<file path="src/rtl/pipe_ctrl.sv">
// Pipeline hazard controller: per-stage stall vector, flush sequencing and stall counter.
// Optional sticky stall watchdog when PIPE_CTRL_STALL_WDOG_EN is defined.
module pipe_ctrl #(
   parameter logic [15:0] WDOG_LIMIT = 16'd1024
) (
   input  logic        clk_i,
   input  logic        rst_n_i,
   input  logic        stallreq_id_i,
   input  logic        stallreq_ex_i,
   input  logic        stallreq_mem_i,
   input  logic        flush_req_i,
   input  logic [31:0] flush_pc_i,
   output logic [5:0]  stall_o,
   output logic        flush_o,
   output logic [31:0] new_pc_o,
   output logic [15:0] stall_cnt_o,
   output logic        wdog_timeout_o
);

   typedef enum logic [1:0] {StRun, StPend, StFlush} state_e;

   state_e      state_q;
   logic        flush_q;
   logic [31:0] new_pc_q;
   logic [15:0] stall_cnt_q, stall_cnt_d;

   // A flush accepted in RUN this cycle kills the stall so the redirect is not held off.
   always_comb begin
      stall_o = 6'b000000;
      if (rst_n_i && state_q != StFlush &&
          !(state_q == StRun && flush_req_i && !stallreq_mem_i)) begin
         if (stallreq_mem_i)     stall_o = 6'b011111;
         else if (stallreq_ex_i) stall_o = 6'b001111;
         else if (stallreq_id_i) stall_o = 6'b000111;
         else                    stall_o = 6'b000000;
      end
   end

   always_comb begin
      stall_cnt_d = 16'h0000;
      if (stall_o != 6'b000000) begin
         stall_cnt_d = (stall_cnt_q == 16'hFFFF) ? stall_cnt_q : stall_cnt_q + 16'd1;
      end
   end

   always_ff @(posedge clk_i or negedge rst_n_i) begin
      if (!rst_n_i) begin
         state_q  <= StRun;
         flush_q  <= 1'b0;
         new_pc_q <= 32'h0;
      end else begin
         unique case (state_q)
            StRun: begin
               if (flush_req_i) begin
                  new_pc_q <= flush_pc_i;
                  state_q  <= stallreq_mem_i ? StPend : StFlush;
                  flush_q  <= !stallreq_mem_i;
               end else begin
                  flush_q  <= 1'b0;
               end
            end
            StPend: begin
               // First request wins; later requests and targets are dropped.
               if (!stallreq_mem_i) begin
                  state_q <= StFlush;
                  flush_q <= 1'b1;
               end
            end
            StFlush: begin
               state_q <= StRun;
               flush_q <= 1'b0;
            end
            default: begin
               state_q <= StRun;
               flush_q <= 1'b0;
            end
         endcase
      end
   end

   always_ff @(posedge clk_i or negedge rst_n_i) begin
      if (!rst_n_i) stall_cnt_q <= 16'h0000;
      else          stall_cnt_q <= stall_cnt_d;
   end

`ifdef PIPE_CTRL_STALL_WDOG_EN
   logic wdog_q;

   // Updates on the same edge the counter reaches the limit, so both become visible together.
   always_ff @(posedge clk_i or negedge rst_n_i) begin
      if (!rst_n_i)                        wdog_q <= 1'b0;
      else if (stall_cnt_d == WDOG_LIMIT)  wdog_q <= 1'b1;
   end

   assign wdog_timeout_o = wdog_q;
`else
   logic unused_wdog_limit;
   assign unused_wdog_limit = ^WDOG_LIMIT;
   assign wdog_timeout_o    = 1'b0;
`endif

   assign flush_o     = flush_q;
   assign new_pc_o    = new_pc_q;
   assign stall_cnt_o = stall_cnt_q;

endmodule

</file>
<file path="config.mk">
export PLATFORM = sky130hd
export DESIGN_NAME = pipe_ctrl
export DESIGN_NICKNAME = d
export VERILOG_FILES = /design/src/rtl/pipe_ctrl.sv
export SDC_FILE = /design/constraint.sdc
export NUM_CORES = 1
export LEC_CHECK = 0
export BUFFER_PORTS_ARGS = -buffer_cell sky130_fd_sc_hd__buf_2
export CAP_MARGIN = 20
export CORE_MARGIN = 3
export CORE_UTILIZATION = 47
export DETAILED_ROUTE_END_ITERATION = 10
export PLACE_DENSITY = 0.88
export SYNTH_ARGS = -nofsm -noshare
export SYNTH_HDL_FRONTEND = slang
export SYNTH_SLANG_ARGS = --single-unit
</file>
<file path="constraint.sdc">
create_clock -name clk_i -period 2.1 [get_ports clk_i]
set_input_delay 0.105 -clock clk_i [delete_from_list [all_inputs] [get_ports clk_i]]
set_output_delay 0.105 -clock clk_i [all_outputs]
set_load 0.01 [all_outputs]
</file>
==> After elaboration in Yosys (flattened, before gate mapping) <==
Cells that the tools add are included.
Widths: inputs -> output; s select.
{ "totals": {"output_inout_bits": 56, "in_bits": 38, "register_bits": 51} }
{ "op_classes": {"n_reduce_logical": 10, "eq_ne": 6, "addsub": 1, "muxes": 13} }
{ "op_table": {"columns": ["op", "count"], "rows": [
  ["$mux 16", 2],
  ["$add 16x1->16 const B", 1],
  ["$eq 16x16->1 const B", 1],
  ["$ne 2x2->1 const B", 4],
  ["$mux 2", 3],
  ["$mux 6", 1],
  ["$reduce_bool 6->1", 1],
  ["$mux 5", 1],
  ["$logic_and 1x1->1", 4],
  ["$mux 4", 1],
  ["$pmux 2 s2", 1],
  ["$reduce_and 2->1", 2],
  ["$mux 3", 1],
  ["$eq 2x1->1 const B", 1],
  ["$logic_not 1->1", 2],
  ["$logic_not 2->1", 1],
  ["$mux 1", 2],
  ["$pmux 1 s2", 1]
]} }

==> Logic depth before layout (Yosys ltp) <==
{ "depth": {"depth_word": 8, "ltp_mapped": 5} }

==> Worst setup path before layout <==
No wires, ideal clock.
{ "synth_timing": {"path_kind": "register to register", "startpoint": "reg stall_cnt_q[3] (netlist: stall_cnt_o[3])", "endpoint": "reg stall_cnt_q[13] (netlist: stall_cnt_o[13])", "path_stages_with_launch": 5, "path_buffers": 0, "required_time_ns": 2.022, "arrival_time_ns": 1.571, "slack_ns": 0.451, "path_cell_list": "dfrtp_1 -> nand4_4 -> or2_4 -> or4_1 -> a21oi_1"} }
{ "synth_via": {"elab_chain_cells": 3} }
{ "synth_lines": {"columns": ["element", "line_no", "text"], "rows": [
  ["start, declared", "25", "logic [15:0] stall_cnt_q, stall_cnt_d;"],
  ["start signal, assigned", "83", "else stall_cnt_q <= stall_cnt_d;"],
  ["$add 16x1->16", "42", "stall_cnt_d = (stall_cnt_q == 16'hFFFF) ? stall_cnt_q : stall_cnt_q + 16'd1;"],
  ["$mux 16", "42", null],
  ["$mux 16", "41", "if (stall_o != 6'b000000) begin"]
]} }
Parallel ways exist; a longest one is shown, timed or not. The select of a mux whose other input is x is not followed.
A chain may end at the register's enable or synchronous reset.

==> Worst setup path in the final report <==
{ "layout_timing": {"startpoint": "reg state_q[1]", "endpoint": "out stall_o[3]"} }
{ "layout_via": {"elab_chain_cells": 6} }
{ "layout_lines": {"columns": ["element", "line_no", "text"], "rows": [
  ["start, declared", "22", "state_e state_q;"],
  ["start signal, assigned", "48", "state_q <= StRun;"],
  ["start signal, assigned", "56", "state_q <= stallreq_mem_i ? StPend : StFlush;"],
  ["start signal, assigned", "65", "state_q <= StFlush;"],
  ["$logic_not 2->1", "31", "!(state_q == StRun && flush_req_i && !stallreq_mem_i)) begin"],
  ["$logic_and 1x1->1 (2 in series)", "31", null],
  ["$logic_not 1->1", "31", null],
  ["$logic_and 1x1->1 (*)", "30", "if (rst_n_i && state_q != StFlush &&"],
  ["$mux 6 (*)", "30", null],
  ["end, declared", "13", "output logic [5:0] stall_o,"]
]} }
Mark *: on every way between the ends. The rest lies on a longest branch, timed or not.

==> impl_metrics.csv <==
group,metric,value,unit
worst_hold_path,hold_start,"flush_pc_i[8]",
outcome,outcome,"completed",
routing,dr_wl_met2,2390,um
timing,tightest_slew,0.612,ns
critical_path,critPathSlowestCell,"dfrtp_1",
placed_design,gp_congestion,0.904,
layout,layout.nets,314,
grt,grt_usage,18.4,%
synth,synth_fa_ha_area_share,0.553,%
layout,final_area,2900,um2
worst_hold_path,hold-path-endpoint,"new_pc_o[8]$_DFFE_PN0P_",
critical_path,cp-start-kind,"flop",
routing,dr.pass1.iters,5,
critical_path,reg2reg_from,"stall_cnt_o[3]$_DFFE_PN0P_",
critical_path,ff2ff_path_depth,4,
die,pin_count,94,
critical_path,arrival,1.75,ns
routing,drt_wl_total,4870,um
synth,seq_area_frac_synth,56.4,%
synth,synth_cells,180,
grt,gr-total-overflow,0,
critical_path,crit_chain,"nor3b_4 -> buf_4 -> nor2b_1 -> o21a_1 -> buf_2",
timing,setup_ws,0.248,ns
pwr,pwr-share-comb,19.7,%
critical_path,worstSetupPathType,"reg -> out",
synth,avgSynthCellArea,12.6,um2
timing,max_freq,0.540,GHz
clocking,cts_buffers,5,
timing,fin_setup_tns,0,ns
die,std_cell_rows,24,
layout,finalCoreUtilization,64.3,%
critical_path,cpPeakStageDelay,0.45,ns
die,coreArea,4500,um2
routing,drt-met1-wl,1980,um
grt,grt_pass1_wl,7960,um
placed_design,dpl-instance-area,2770,um2
pwr,powerDensity,805,nW/um2
worst_hold_path,hold_path_depth,2,
synth,async_flop_share,100,%
synth,yosys_warnings,0,
critical_path,reg2reg_slack,0.36,ns
placed_design,placed_cells_incl_taps,319,
die,start_util,50.2,%
die,die_y,75.4,um
layout,area_growth,28.1,%
layout,drive_gt1_share,51.1,%
synth,synth_edf_count,0,
pwr,p_total,2.33,mW
clocking,htreeDepth,2,
grt,grt_antenna_before_repair,0,
synth,synth-seq-cells,51,
timing,slew_viol_final,0,
routing,wl_met3,387,um
routing,viasPerCell,5.49,
pwr,peakVddDrop,0.717,mV
clocking,clk_latency,0.30,ns
timing,fin_crit,1.85,ns
clocking,root_buffer,"clkbuf_8",
layout,final_cell_count_no_fill,328,
placed_design,dp.final_hpwl,3660,um
clocking,clockBufferDepth,2,
synth,synth_simple_gate_area_share,13.2,%
critical_path,reg2reg_to,"stall_cnt_o[13]$_DFFE_PN0P_",
critical_path,cp_max_fo,33,
synth,synth_top_family_by_area,"multiplexers",
die,die_width,75.4,um
flow_run,maxCapViolCount,0,
synth,syn-cell-area,2260,um2
worst_hold_path,hold_path_class,"in -> reg",
layout,antenna_cells,0,
routing,detail-route-antenna-nets,0,
die,die_area,5680,um2
pwr,clockPowerShare,29.8,%
critical_path,startpoint,"state_q[1]$_DFFE_PN0P_",
timing,holdWs,0.0231,ns
critical_path,critPathCaptureType,"output port",
grt,grt_pass1_vias,1775,
synth,synth-xor-area-share,0.387,%
timing,skew,0.00730,ns
pwr,power_switching,0.623,mW
timing,hold_viol_final,0,
synth,synthFlopType,"dfrtp_1",
timing,rsz0062_at_grt,"no",
clocking,tritoncts,"built",
placed_design,pre_cts_slack,0.396,ns
routing,drcViolationCount,0,
pwr,p_sw_share,26.7,%
clocking,cts_setup_buffers,0,
timing,period_share,88.2,%
synth,synth_cell_types,41,
placed_design,io_buffers,91,
timing,slew_headroom,59.2,%
synth,synthMuxAreaShare,16.4,%
synth,synth_compound_area_share,10.2,%
pwr,p_leak,1.42,nW
routing,topRoutingLayerUsed,"met4",
clocking,cts.sinks,51,
routing,num_vias,1802,
pwr,p_int,1.71,mW
routing,first_iter_violations,97,
timing,setup_viol,0,
clocking,clk_pin_slew,0.10,ns
grt,grt_max_degree,52,
critical_path,crit_required,2.00,ns
pwr,pwr-share-seq,50.5,%
routing,wire_per_inst,14.9,um
power groups by stage:
stage	clock, mW	combinational, mW	sequential [mW]
finish	0.694	0.459	1.18
global placement	0	0.455	1.19
detailed placement	0	0.469	1.20
global route	0.758	0.505	1.20
CTS	0.721	0.471	1.18
floorplan	0	0.181	1.26
sequential cells by signal, summed over array words and instances, names as in the netlist:
register	cells
state_q	2
new_pc_o	32
stall_cnt_o	16
flush_o	1
cells in the mapped netlist, types with 2 or more instances:
cell type / count / area, um2
dfrtp_1: 51 / 1280
clkbuf_1: 4 / 15.0
nor3_1: 3 / 15.0
or3_1: 3 / 18.8
a211oi_1: 2 / 15.0
o21a_1: 2 / 15.0
or4_1: 3 / 22.5
inv_1: 4 / 15.0
o21ai_0: 3 / 15.0
a21oi_1: 9 / 45.0
nand3_1: 4 / 20.0
nand2_1: 6 / 22.5
mux2_2: 32 / 360
o31ai_1: 3 / 22.5
nor2b_1: 2 / 12.5
nand4_1: 3 / 18.8
buf_4: 4 / 30.0
and3_1: 2 / 12.5
and2_1: 2 / 12.5
o211a_1: 3 / 30.0
nor4_1: 3 / 18.8
o211ai_1: 2 / 15.0
nor2_1: 12 / 45.0
critical path: cells and delay by family, from the launching register on:
family | cells | cell delay, ns
AND/OR/NAND/NOR | 2 | 0.29
AO/OA/AOI/OAI | 1 | 0.18
flip-flops | 1 | 0.45
buffers and inverters | 2 | 0.53
metal layers:
metal  up-vias  global-route usage [%]
met5         -                       0
met4         0                    7.18
met3        11                    6.46
met2        73                    31.4
met1       866                    21.3
li1        852                       -
timing repair:
item	4_1_cts	5_1_grt
hold endpoints to repair	51	0
gates resized for setup	0	0
hold buffers	1	0
layout make-up:
class / count / area (um2)
flip-flops and latches: 51 / 1280
repair buffers: 95 / 488
well taps: 52 / 65.1
fillers: 363 / 1610
multi-input cells: 118 / 935
clock inverters: 3 / 47.5
clock buffers: 5 / 68.8
inverters: 4 / 15.0
cells by family (layout without fill, tap and decap cells):
| family | Yosys count | in the layout |
|---|---|---|
| flip-flops | 51 | 51 |
| AND/OR/NAND/NOR | 49 | 49 |
| multiplexers | 33 | 33 |
| AO/OA/AOI/OAI | 32 | 32 |
| buffers and inverters | 12 | 107 |
| adder cells (fa/ha/maj) | 1 | 1 |
| other | 1 | 2 |
| XOR/XNOR | 1 | 1 |
worst max path at each step:
stage | end | slack (ns) | cells past startpoint
6_report | stall_o[3] | 0.25 | 5
3_3_place_gp | stall_cnt_o[13]$_DFFE_PN0P_ | 0.46 | 4
4_1_cts | stall_o[3] | 0.21 | 5
5_1_grt | stall_o[3] | 0.1 | 5
2_1_floorplan | stall_cnt_o[13]$_DFFE_PN0P_ | 0.45 | 4
3_5_place_dp | stall_cnt_o[13]$_DFFE_PN0P_ | 0.40 | 4
placed cells by master (no fill, tap or decap), types with 2 or more instances in the layout:
cell,count
buf_4,3
a211oi_1,2
inv_1,4
nor2b_1,2
a21oi_1,9
dfrtp_1,51
nor4_1,3
and2_1,2
nand3_1,4
and3_1,2
nand2_1,6
nand4_1,3
o21ai_0,3
o211ai_1,2
mux2_2,32
o31ai_1,3
o21a_1,2
buf_2,91
or3_1,3
clkbuf_8,5
o211a_1,3
conb_1,2
or4_1,3
nor3_1,3
nor2_1,12
(Power assumes the default switching activity.)
